File: src/rtl/alu_mc.sv
// Multi-cycle ALU: single-cycle logic/arith ops, iterative shifts and shift-add multiply.
// Result and compare flags are held in registers until the consumer takes them.
module alu_mc #(
  parameter int unsigned DW = 8
) (
  input  logic          clk,
  input  logic          rst_n,
  input  logic          flush,
  input  logic          in_valid,
  output logic          in_ready,
  input  logic [2:0]    op,
  input  logic [DW-1:0] a,
  input  logic [DW-1:0] b,
  output logic          out_valid,
  input  logic          out_ready,
  output logic [DW-1:0] result,
  output logic          zero,
  output logic          carry,
  output logic          eq,
  output logic          lt,
  output logic          lts
);

  localparam int unsigned SW = $clog2(DW);
  localparam int unsigned CW = SW + 1;
  localparam int unsigned AW = 2 * DW;

  localparam logic [2:0] OP_ADD = 3'd0;
  localparam logic [2:0] OP_AND = 3'd1;
  localparam logic [2:0] OP_OR  = 3'd2;
  localparam logic [2:0] OP_XOR = 3'd3;
  localparam logic [2:0] OP_SUB = 3'd4;
  localparam logic [2:0] OP_SLL = 3'd5;
  localparam logic [2:0] OP_SRL = 3'd6;
  localparam logic [2:0] OP_MUL = 3'd7;

  typedef enum logic [1:0] {IDLE, BUSY, DONE} state_t;

  state_t        state_q, state_d;
  logic [CW-1:0] cnt_q, cnt_d;
  logic [2:0]    op_q, op_d;
  logic [DW-1:0] work_q, work_d;
  logic [AW-1:0] mcand_q, mcand_d;
  logic [AW-1:0] acc_q, acc_d;
  logic [DW-1:0] result_d;
  logic          zero_d, carry_d, eq_d, lt_d, lts_d;
  logic          in_ready_d, out_valid_d;

  logic [2:0]    s_op;
  logic [DW-1:0] s_work, st_work;
  logic [AW-1:0] s_mcand, st_mcand, s_acc, st_acc;
  logic [CW-1:0] s_cnt, cnt_dec;
  logic          st_bit;
  logic [DW:0]   sum, diff;
  logic [DW-1:0] direct_res, fin_res;
  logic          direct_carry, fin_carry;
  logic          step_en;

  // One iteration step. In IDLE it acts on the incoming operands so the accept
  // cycle already performs the first iteration; in BUSY it acts on the registers.
  always_comb begin
    s_op    = op_q;
    s_work  = work_q;
    s_mcand = mcand_q;
    s_acc   = acc_q;
    s_cnt   = cnt_q;
    if (state_q == IDLE) begin
      s_op    = op;
      s_work  = (op == OP_MUL) ? b : a;
      s_mcand = {DW'(0), a};
      s_acc   = '0;
      case (op)
        OP_SLL, OP_SRL: s_cnt = CW'(b[SW-1:0]);
        OP_MUL:         s_cnt = CW'(DW);
        default:        s_cnt = '0;
      endcase
    end

    st_work  = s_work;
    st_mcand = s_mcand;
    st_acc   = s_acc;
    st_bit   = 1'b0;
    case (s_op)
      OP_SLL: begin
        st_work = {s_work[DW-2:0], 1'b0};
        st_bit  = s_work[DW-1];
      end
      OP_SRL: begin
        st_work = {1'b0, s_work[DW-1:1]};
        st_bit  = s_work[0];
      end
      OP_MUL: begin
        st_acc   = s_acc + (s_work[0] ? s_mcand : AW'(0));
        st_mcand = {s_mcand[AW-2:0], 1'b0};
        st_work  = {1'b0, s_work[DW-1:1]};
      end
      default: ;
    endcase
    cnt_dec = s_cnt - CW'(1);

    if (s_op == OP_MUL) begin
      fin_res   = st_acc[DW-1:0];
      fin_carry = |st_acc[AW-1:DW];
    end else begin
      fin_res   = st_work;
      fin_carry = st_bit;
    end
  end

  // Single-cycle results (also covers shifts by zero).
  always_comb begin
    sum          = {1'b0, a} + {1'b0, b};
    diff         = {1'b0, a} - {1'b0, b};
    direct_res   = a;
    direct_carry = 1'b0;
    case (op)
      OP_ADD: begin direct_res = sum[DW-1:0];  direct_carry = sum[DW];  end
      OP_SUB: begin direct_res = diff[DW-1:0]; direct_carry = diff[DW]; end
      OP_AND: direct_res = a & b;
      OP_OR:  direct_res = a | b;
      OP_XOR: direct_res = a ^ b;
      default: ;
    endcase
  end

  // Next-state and register-update logic.
  always_comb begin
    state_d  = state_q;
    cnt_d    = cnt_q;
    op_d     = op_q;
    work_d   = work_q;
    mcand_d  = mcand_q;
    acc_d    = acc_q;
    result_d = result;
    zero_d   = zero;
    carry_d  = carry;
    eq_d     = eq;
    lt_d     = lt;
    lts_d    = lts;
    step_en  = 1'b0;

    if (flush) begin
      state_d = IDLE;
    end else begin
      case (state_q)
        IDLE: begin
          if (in_valid) begin
            op_d  = op;
            eq_d  = (a == b);
            lt_d  = (a < b);
            lts_d = ($signed(a) < $signed(b));
            if (s_cnt == '0) begin
              result_d = direct_res;
              carry_d  = direct_carry;
              zero_d   = (direct_res == '0);
              state_d  = DONE;
            end else begin
              step_en = 1'b1;
            end
          end
        end
        BUSY: step_en = 1'b1;
        DONE: if (out_ready) state_d = IDLE;
        default: state_d = IDLE;
      endcase

      if (step_en) begin
        work_d  = st_work;
        mcand_d = st_mcand;
        acc_d   = st_acc;
        cnt_d   = cnt_dec;
        if (cnt_dec == '0) begin
          result_d = fin_res;
          carry_d  = fin_carry;
          zero_d   = (fin_res == '0);
          state_d  = DONE;
        end else begin
          state_d = BUSY;
        end
      end
    end

    in_ready_d  = (state_d == IDLE);
    out_valid_d = (state_d == DONE);
  end

  always_ff @(posedge clk or negedge rst_n) begin
    if (!rst_n) begin
      state_q   <= IDLE;
      cnt_q     <= '0;
      op_q      <= '0;
      work_q    <= '0;
      mcand_q   <= '0;
      acc_q     <= '0;
      result    <= '0;
      zero      <= 1'b0;
      carry     <= 1'b0;
      eq        <= 1'b0;
      lt        <= 1'b0;
      lts       <= 1'b0;
      in_ready  <= 1'b1;
      out_valid <= 1'b0;
    end else begin
      state_q   <= state_d;
      cnt_q     <= cnt_d;
      op_q      <= op_d;
      work_q    <= work_d;
      mcand_q   <= mcand_d;
      acc_q     <= acc_d;
      result    <= result_d;
      zero      <= zero_d;
      carry     <= carry_d;
      eq        <= eq_d;
      lt        <= lt_d;
      lts       <= lts_d;
      in_ready  <= in_ready_d;
      out_valid <= out_valid_d;
    end
  end

endmodule

File: config.mk
export PLATFORM = sky130hd
export DESIGN_NAME = alu_mc
export DESIGN_NICKNAME = d
export VERILOG_FILES = /design/src/rtl/alu_mc.sv
export SDC_FILE = /design/constraint.sdc
export NUM_CORES = 1
export LEC_CHECK = 0
export CORE_MARGIN = 4
export CORE_UTILIZATION = 30
export CTS_CLUSTER_DIAMETER = 80
export DETAILED_ROUTE_END_ITERATION = 16
export PLACE_DENSITY = 0.51
export SLEW_MARGIN = 20
export SYNTH_ARGS = -nofsm -noshare
export SYNTH_HDL_FRONTEND = slang
export SYNTH_SLANG_ARGS = --single-unit
File: constraint.sdc
create_clock -name clk -period 4.9 [get_ports clk]
set_input_delay 0.735 -clock clk [delete_from_list [all_inputs] [get_ports clk]]
set_output_delay 0.735 -clock clk [all_outputs]
set_load 0.05 [all_outputs]
==> results.cfg, run 1 <==
[cells_and_area]
layout_commonest_cell = nand2_1
post_route_cells_drive_above_1_share = 0.0796
final_design_area_no_fill_um2 = 6540
fill_cell_count = 1947
antenna_cells_inserted = 0
finish.net_count = 793
mostFrequentLayoutCells = nand2_1 (91), o21ai_0 (63), dfrtp_1 (63)
area.growth.synth_to_final_pct = 14.7

[clock_network]
cts_num_sinks = 64
cts_made_buffers = 9
cts.clk_slew.worst_paths_ns = 0.05
ctsLongestPathBuffers = 2
clock_network_latency_to_the_later_pin_of_the_worst_skew_pair_ns = 0.33
cts_hold_repair.buffers = 0
clock_tree_from_tritoncts = yes
ctsRootBufferMaster = clkbuf_16
cts_max_level = 3
cts_repair_resize_count = 0
post-cts-setup-buffers = 0

[logic_synthesis]
synth_warnings = 0
synth_top_cells_by_area = dfrtp_1 (28%), ha_1 (9.2%), nand2_1 (6.0%)
async_reset_ff_frac = 1.00
ys_ff_latch = 64
synth_sequential_area_ratio = 0.281
synth.cell_area_um2 = 5700
synth_area_leader_cell = dfrtp_1
synth.top_cell.area_share = 0.276
synth_enable_flop_cells = 0
syn-instance-count = 699
postSynthNetCount = 768
synth_area_per_cell_um2 = 8.16
synth_cell_type_count = 78
synth_flop_cell = dfrtp_1

[drt]
drc = 0
drt_first_iter_violations = 437
drt_first_pass_iters = 5
route.antenna.remaining_nets = 0
detail_route.wl_per_cell_um = 18.5
post_drt_via_cell_ratio = 5.60
detail_route.wirelength_mm = 17.8
route.vias.total = 5390

[placement]
post-dp-hpwl_mm = 13.5
place.port_buffers = 38
place.gp.congestion = 0.925
placed_cell_area_um2 = 6260
dpl_worst_slack_ns = 0.406

[power]
gate_power_share = 0.513
p_int_uw = 1610
total_leakage_power_uw = 0.00298
share_seq_of_total_power = 0.272
power.switching_fraction = 0.453
power.ir.vdd_worst_v = 0.000144
pwr_density_cell_nw_per_um2 = 449
power.clock.fraction = 0.214
total_switching_power_uw = 1330

[min_path]
min_path_type = primary input to asynchronous set/reset pin

[critical_path]
arrival_ns = 4.55
setup.worst_path.class = register to register
path_cells = buf_4 -> or2_2 -> buf_4 -> mux2i_1 -> nor2_1 -> ha_1 -> a21oi_1 -> a31oi_1 -> o21ai_0 -> a31oi_1 -> or4_1 -> a21oi_1 -> o31a_1
critPathBufInv = 2
worstSetupEndpointType = register
slowest_stage = or4_1
worstPathRequired_ns = 5.17
startpoint_type = register
critical-path-top-delay-family = compound AO/OA/AOI/OAI gates
cpPeakStageDelay_ns = 0.51
path_max_fanout = 33

[global_routing]
gr-total-overflow = 0
grt_max_degree = 49
grt_antenna_before_repair = 0
groute.usage.overall = 0.167
grt_pass1_wl_mm = 28.7
grt_pass1_vias = 5131

[timing]
tightestPinTransition_ns = 0.695
timing.final.crit_period_ns = 4.29
postLayoutSetupSlackWorst_ns = 0.615
finalSetupTns_ns = 0
grt_setup_unrepaired = no
timing.slew.headroom = 0.535
finalMaxSlewViolations = 0
timing_hold_violations_final = 0
max_freq_ghz = 0.233
timing.final.setup_violations = 0
timing.final.crit_share = 0.875
skew_ns = 0.00662

[die]
top_level_ports = 39
initial_core_util = 0.305
die_w_um = 146
coreArea_um2 = 18700
die_h_um = 146
placement_rows = 50
die_area_um2 = 21300

[job]
maxCapViolations = 0

[outcome]
run_status = finished clean
layout make-up:
type	instances	area, um2	share of cell area
clock buffer	12	236	0.0361
clock inverter	4	45.0	0.00688
inverter	32	120	0.0184
multi-input combinational	564	3750	0.574
sequential	64	1600	0.245
tap	234	293	0.0448
timing repair buffer	53	490	0.0750
metal layers:
metal / up-vias / routed length (um) / GRT usage
met5: - / 0 / 0
met1: 2598 / 8400 / 0.240
met2: 171 / 7930 / 0.254
met4: 0 / 495 / 0.0603
li1: 2585 / - / -
met3: 36 / 981 / 0.0252
registers in the layout, summed over array words and instances (netlist names):
register / flops
out_valid: 1
eq: 1
work_q: 8
acc_q: 16
mcand_q: 16
op_q: 3
carry: 1
lts: 1
state_q: 2
in_ready: 1
result: 8
zero: 1
lt: 1
cnt_q: 4
worst reg2reg max path: cells and delay by family, from the launching register on:
family | cells | cell delay [ns]
compound gates | 6 | 1.42
fa+ha+maj | 1 | 0.37
buf+inv | 2 | 0.61
flops | 1 | 0.33
mux | 1 | 0.43
simple gates | 3 | 1.06
cells by family after synthesis:
| kind of cell | after synthesis | share of synthesized area |
|---|---|---|
| xor gates and xnor gates | 20 | 0.0307 |
| buffers and inverters | 71 | 0.0606 |
| muxes | 21 | 0.0375 |
| AOI/OAI and AO/OA | 238 | 0.280 |
| adders and majority gates | 46 | 0.104 |
| and+or+nand+nor | 239 | 0.206 |
| DFF | 64 | 0.281 |
stage by stage:
| stage | power [uW] | hold slack [ns] | utilization | std cells |
|---|---|---|---|---|
| 5_1_grt | 3130 | 0.439 | 0.350 | 963 |
| 3_3_place_gp | 2290 | 0.455 | 0.335 | 947 |
| 4_1_cts | 2940 | 0.479 | 0.350 | 963 |
| 2_1_floorplan | 1860 | 0.438 | - | 699 |
| 6_report | 2940 | 0.390 | 0.350 | 963 |
| 3_5_place_dp | 2300 | 0.466 | 0.335 | 947 |
path summary, 6_finish.rpt:
kind	startpoint	end	slack, ns	cells past startpoint
worst max-delay path	state_q[0]$_DFF_PN0_	carry$_DFFE_PN0N_	0.61	13
worst min-delay path	rst_n	mcand_q[13]$_DFFE_PN0P_	0.39	1
worst max register to register	state_q[0]$_DFF_PN0_	carry$_DFFE_PN0N_	0.61	13
worst min register to register	lt$_DFFE_PN0P_	lt$_DFFE_PN0P_	0.47	1
max in group asynchronous	rst_n	carry$_DFFE_PN0N_	3.73	2
min in group clk	lt$_DFFE_PN0P_	lt$_DFFE_PN0P_	0.47	1
power by group through the flow:
| stage | Clock [uW] | Combinational [uW] | Sequential, uW |
|---|---|---|---|
| floorplan | 0 | 889 | 970 |
| global placement | 0 | 1490 | 804 |
| detailed placement | 0 | 1490 | 807 |
| CTS | 645 | 1500 | 799 |
| global route | 666 | 1640 | 821 |
| finish | 630 | 1510 | 799 |
synthesized netlist by cell type (all sizes together), types with 3 or more instances:
master  number
nor3        10
nor4         4
xor2         8
mux2i       18
mux2         3
nand3        8
or3          3
a221o        3
inv         32
o21bai       3
a22o        19
and2        18
nor2b        7
and3        11
o21a         4
a21o        11
fa           3
nand4        3
nand2b       8
or2          6
o21ai       72
ha          42
a31oi        9
buf         24
xnor2       12
dfrtp       63
clkbuf      15
a22oi        6
nand2       92
nor3b        5
o22a         3
nor2        55
o22ai        8
a21oi       55
o211ai       6
a211oi      12
Power figures use the tool's default switching activity.
==> run 2, diff against run 1 <==
- SETUP_SLACK_MARGIN: unset -> 0.5
==> run 2 against run 1 <==
Compared with the run above: hold slack improved by 0.0062 ns; sequential power barely moved; power rose by 0.31%; utilization rose by 0.060 points; register-to-register slack improved by 0.34 ns; largest power group unchanged; global-route usage did not move; sequential share of layout area barely moved.
==> results.cfg, run 2 (synthesized netlist as in run 1, its figures left out) <==
[critical_path]
worstPathRequired_ns = 5.11
arrival_ns = 4.30
path_max_fanout = 6
startpoint_type = primary input
setup.worst_path.class = primary input to register
worstSetupEndpointType = register

[timing]
timing_hold_violations_final = 0
timing.final.crit_share = 0.833
timing.final.setup_violations = 0
grt_setup_unrepaired = no
timing.final.crit_period_ns = 4.08
skew_ns = 0.00658
tightestPinTransition_ns = 0.703
max_freq_ghz = 0.245
postLayoutSetupSlackWorst_ns = 0.817
timing.slew.headroom = 0.530
final.hold.worst_slack_ns = 0.396
finalSetupTns_ns = 0
finalMaxSlewViolations = 0

[job]
maxCapViolations = 0

[placement]
place.gp.congestion = 0.925
dpl_worst_slack_ns = 0.406
placed_cell_area_um2 = 6260
post-dp-hpwl_mm = 13.5
place.port_buffers = 38

[clock_network]
cts_num_sinks = 64
cts_hold_repair.buffers = 0
ctsRootBufferMaster = clkbuf_16
cts_max_level = 3
cts_repair_resize_count = 0
clock_tree_from_tritoncts = yes
cts_made_buffers = 9
post-cts-setup-buffers = 0
cts.clk_slew.worst_paths_ns = 0.06
clock_network_latency_to_the_later_pin_of_the_worst_skew_pair_ns = 0.33
ctsLongestPathBuffers = 2

[die]
top_level_ports = 39
die_h_um = 146
die_w_um = 146
initial_core_util = 0.305
placement_rows = 50
coreArea_um2 = 18700
die_area_um2 = 21300

[cells_and_area]
biggest_registers_after_layout = acc_q: 16 flops, mcand_q: 16 flops
final_design_area_no_fill_um2 = 6550
mostFrequentLayoutCells = nand2_1 (91), dfrtp_1 (63), o21ai_0 (62)
post_route_cells_drive_above_1_share = 0.0809
multi_input_gate_area_um2 = 3760
finish.net_count = 793
antenna_cells_inserted = 0
area.sequential_um2 = 1600
layout_commonest_cell = nand2_1
area.growth.synth_to_final_pct = 14.9
fill_cell_count = 1948

[min_path]
min_path_type = primary input to asynchronous set/reset pin

[global_routing]
gr-total-overflow = 0
global_route.peak_usage_layer = met2
grt_antenna_before_repair = 0
groute.usage.overall = 0.167
global_route.usage.met1 = 0.240
grt_max_degree = 49
groute.layer.met2.usage = 0.254
grt_pass1_wl_mm = 28.7
global_route.usage.met3 = 0.0252
grt_pass1_vias = 5131

[drt]
route.antenna.remaining_nets = 0
route.vias.total = 5395
post_drt_via_cell_ratio = 5.60
detail_route.wirelength_mm = 17.9
drt_first_pass_iters = 5
drt_first_iter_violations = 420
detail_route.wl_per_cell_um = 18.6
drc = 0

[power]
pwr_density_cell_nw_per_um2 = 450
power.ir.vdd_worst_v = 0.000145
total_leakage_power_uw = 0.00298

[outcome]
run_status = finished clean
## run 2: cell counts in the layout (fill, tap and decap cells not counted)
Identical to the previous run, type by type.
## run 2: final timing paths
check	slack [ns]	depth (start not counted)	to	start
setup / recovery	0.82	14	carry$_DFFE_PN0N_	op[1]
hold / removal	0.40	1	acc_q[8]$_DFFE_PN0P_	rst_n
setup reg to reg	0.95	13	carry$_DFFE_PN0N_	state_q[0]$_DFF_PN0_
hold reg to reg	0.47	1	lt$_DFFE_PN0P_	lt$_DFFE_PN0P_
max in group asynchronous	3.73	2	carry$_DFFE_PN0N_	rst_n
min in group clk	0.47	1	lt$_DFFE_PN0P_	lt$_DFFE_PN0P_
## run 2: final cells by class
type                    instances  share of cell area
repair buffers                 53              0.0754
inverters                      32              0.0183
clock inverters                 4             0.00687
well taps                     234              0.0447
flip-flops and latches         64               0.245
multi-input cells             564               0.574
clock buffers                  12              0.0361
## run 2: where the power goes
part / switching [uW] / internal [uW]
Sequential: 107 / 692
Clock: 238 / 392
Combinational: 988 / 528
## run 2: metrics by stage
| step | util | power (uW) | std cells |
|---|---|---|---|
| floorplan | - | 1860 | 699 |
| global placement | 0.335 | 2290 | 947 |
| detailed placement | 0.335 | 2300 | 947 |
| CTS | 0.350 | 2940 | 963 |
| global route | 0.350 | 3140 | 963 |
| finish | 0.350 | 2950 | 963 |
## run 2: worst max-delay path, stage by stage
cell,delay [ns]
clkdlybuf4s50_1,0.48
and3_1,0.27
mux2i_1,0.31
o21ai_2,0.16
and2_1,0.21
ha_1,0.29
a211oi_1,0.35
o21ai_0,0.25
a31oi_1,0.29
nand2_1,0.09
a31oi_1,0.23
xor2_1,0.22
o211ai_1,0.11
o31a_1,0.30
## run 2: metal layers
metal | up-vias | part of all wire | wire length, um
met2 | 176 | 0.45 | 7960
met5 | - | 0 | 0
li1 | 2585 | - | -
met3 | 31 | 0.051 | 917
met1 | 2603 | 0.48 | 8530
met4 | 0 | 0.026 | 472
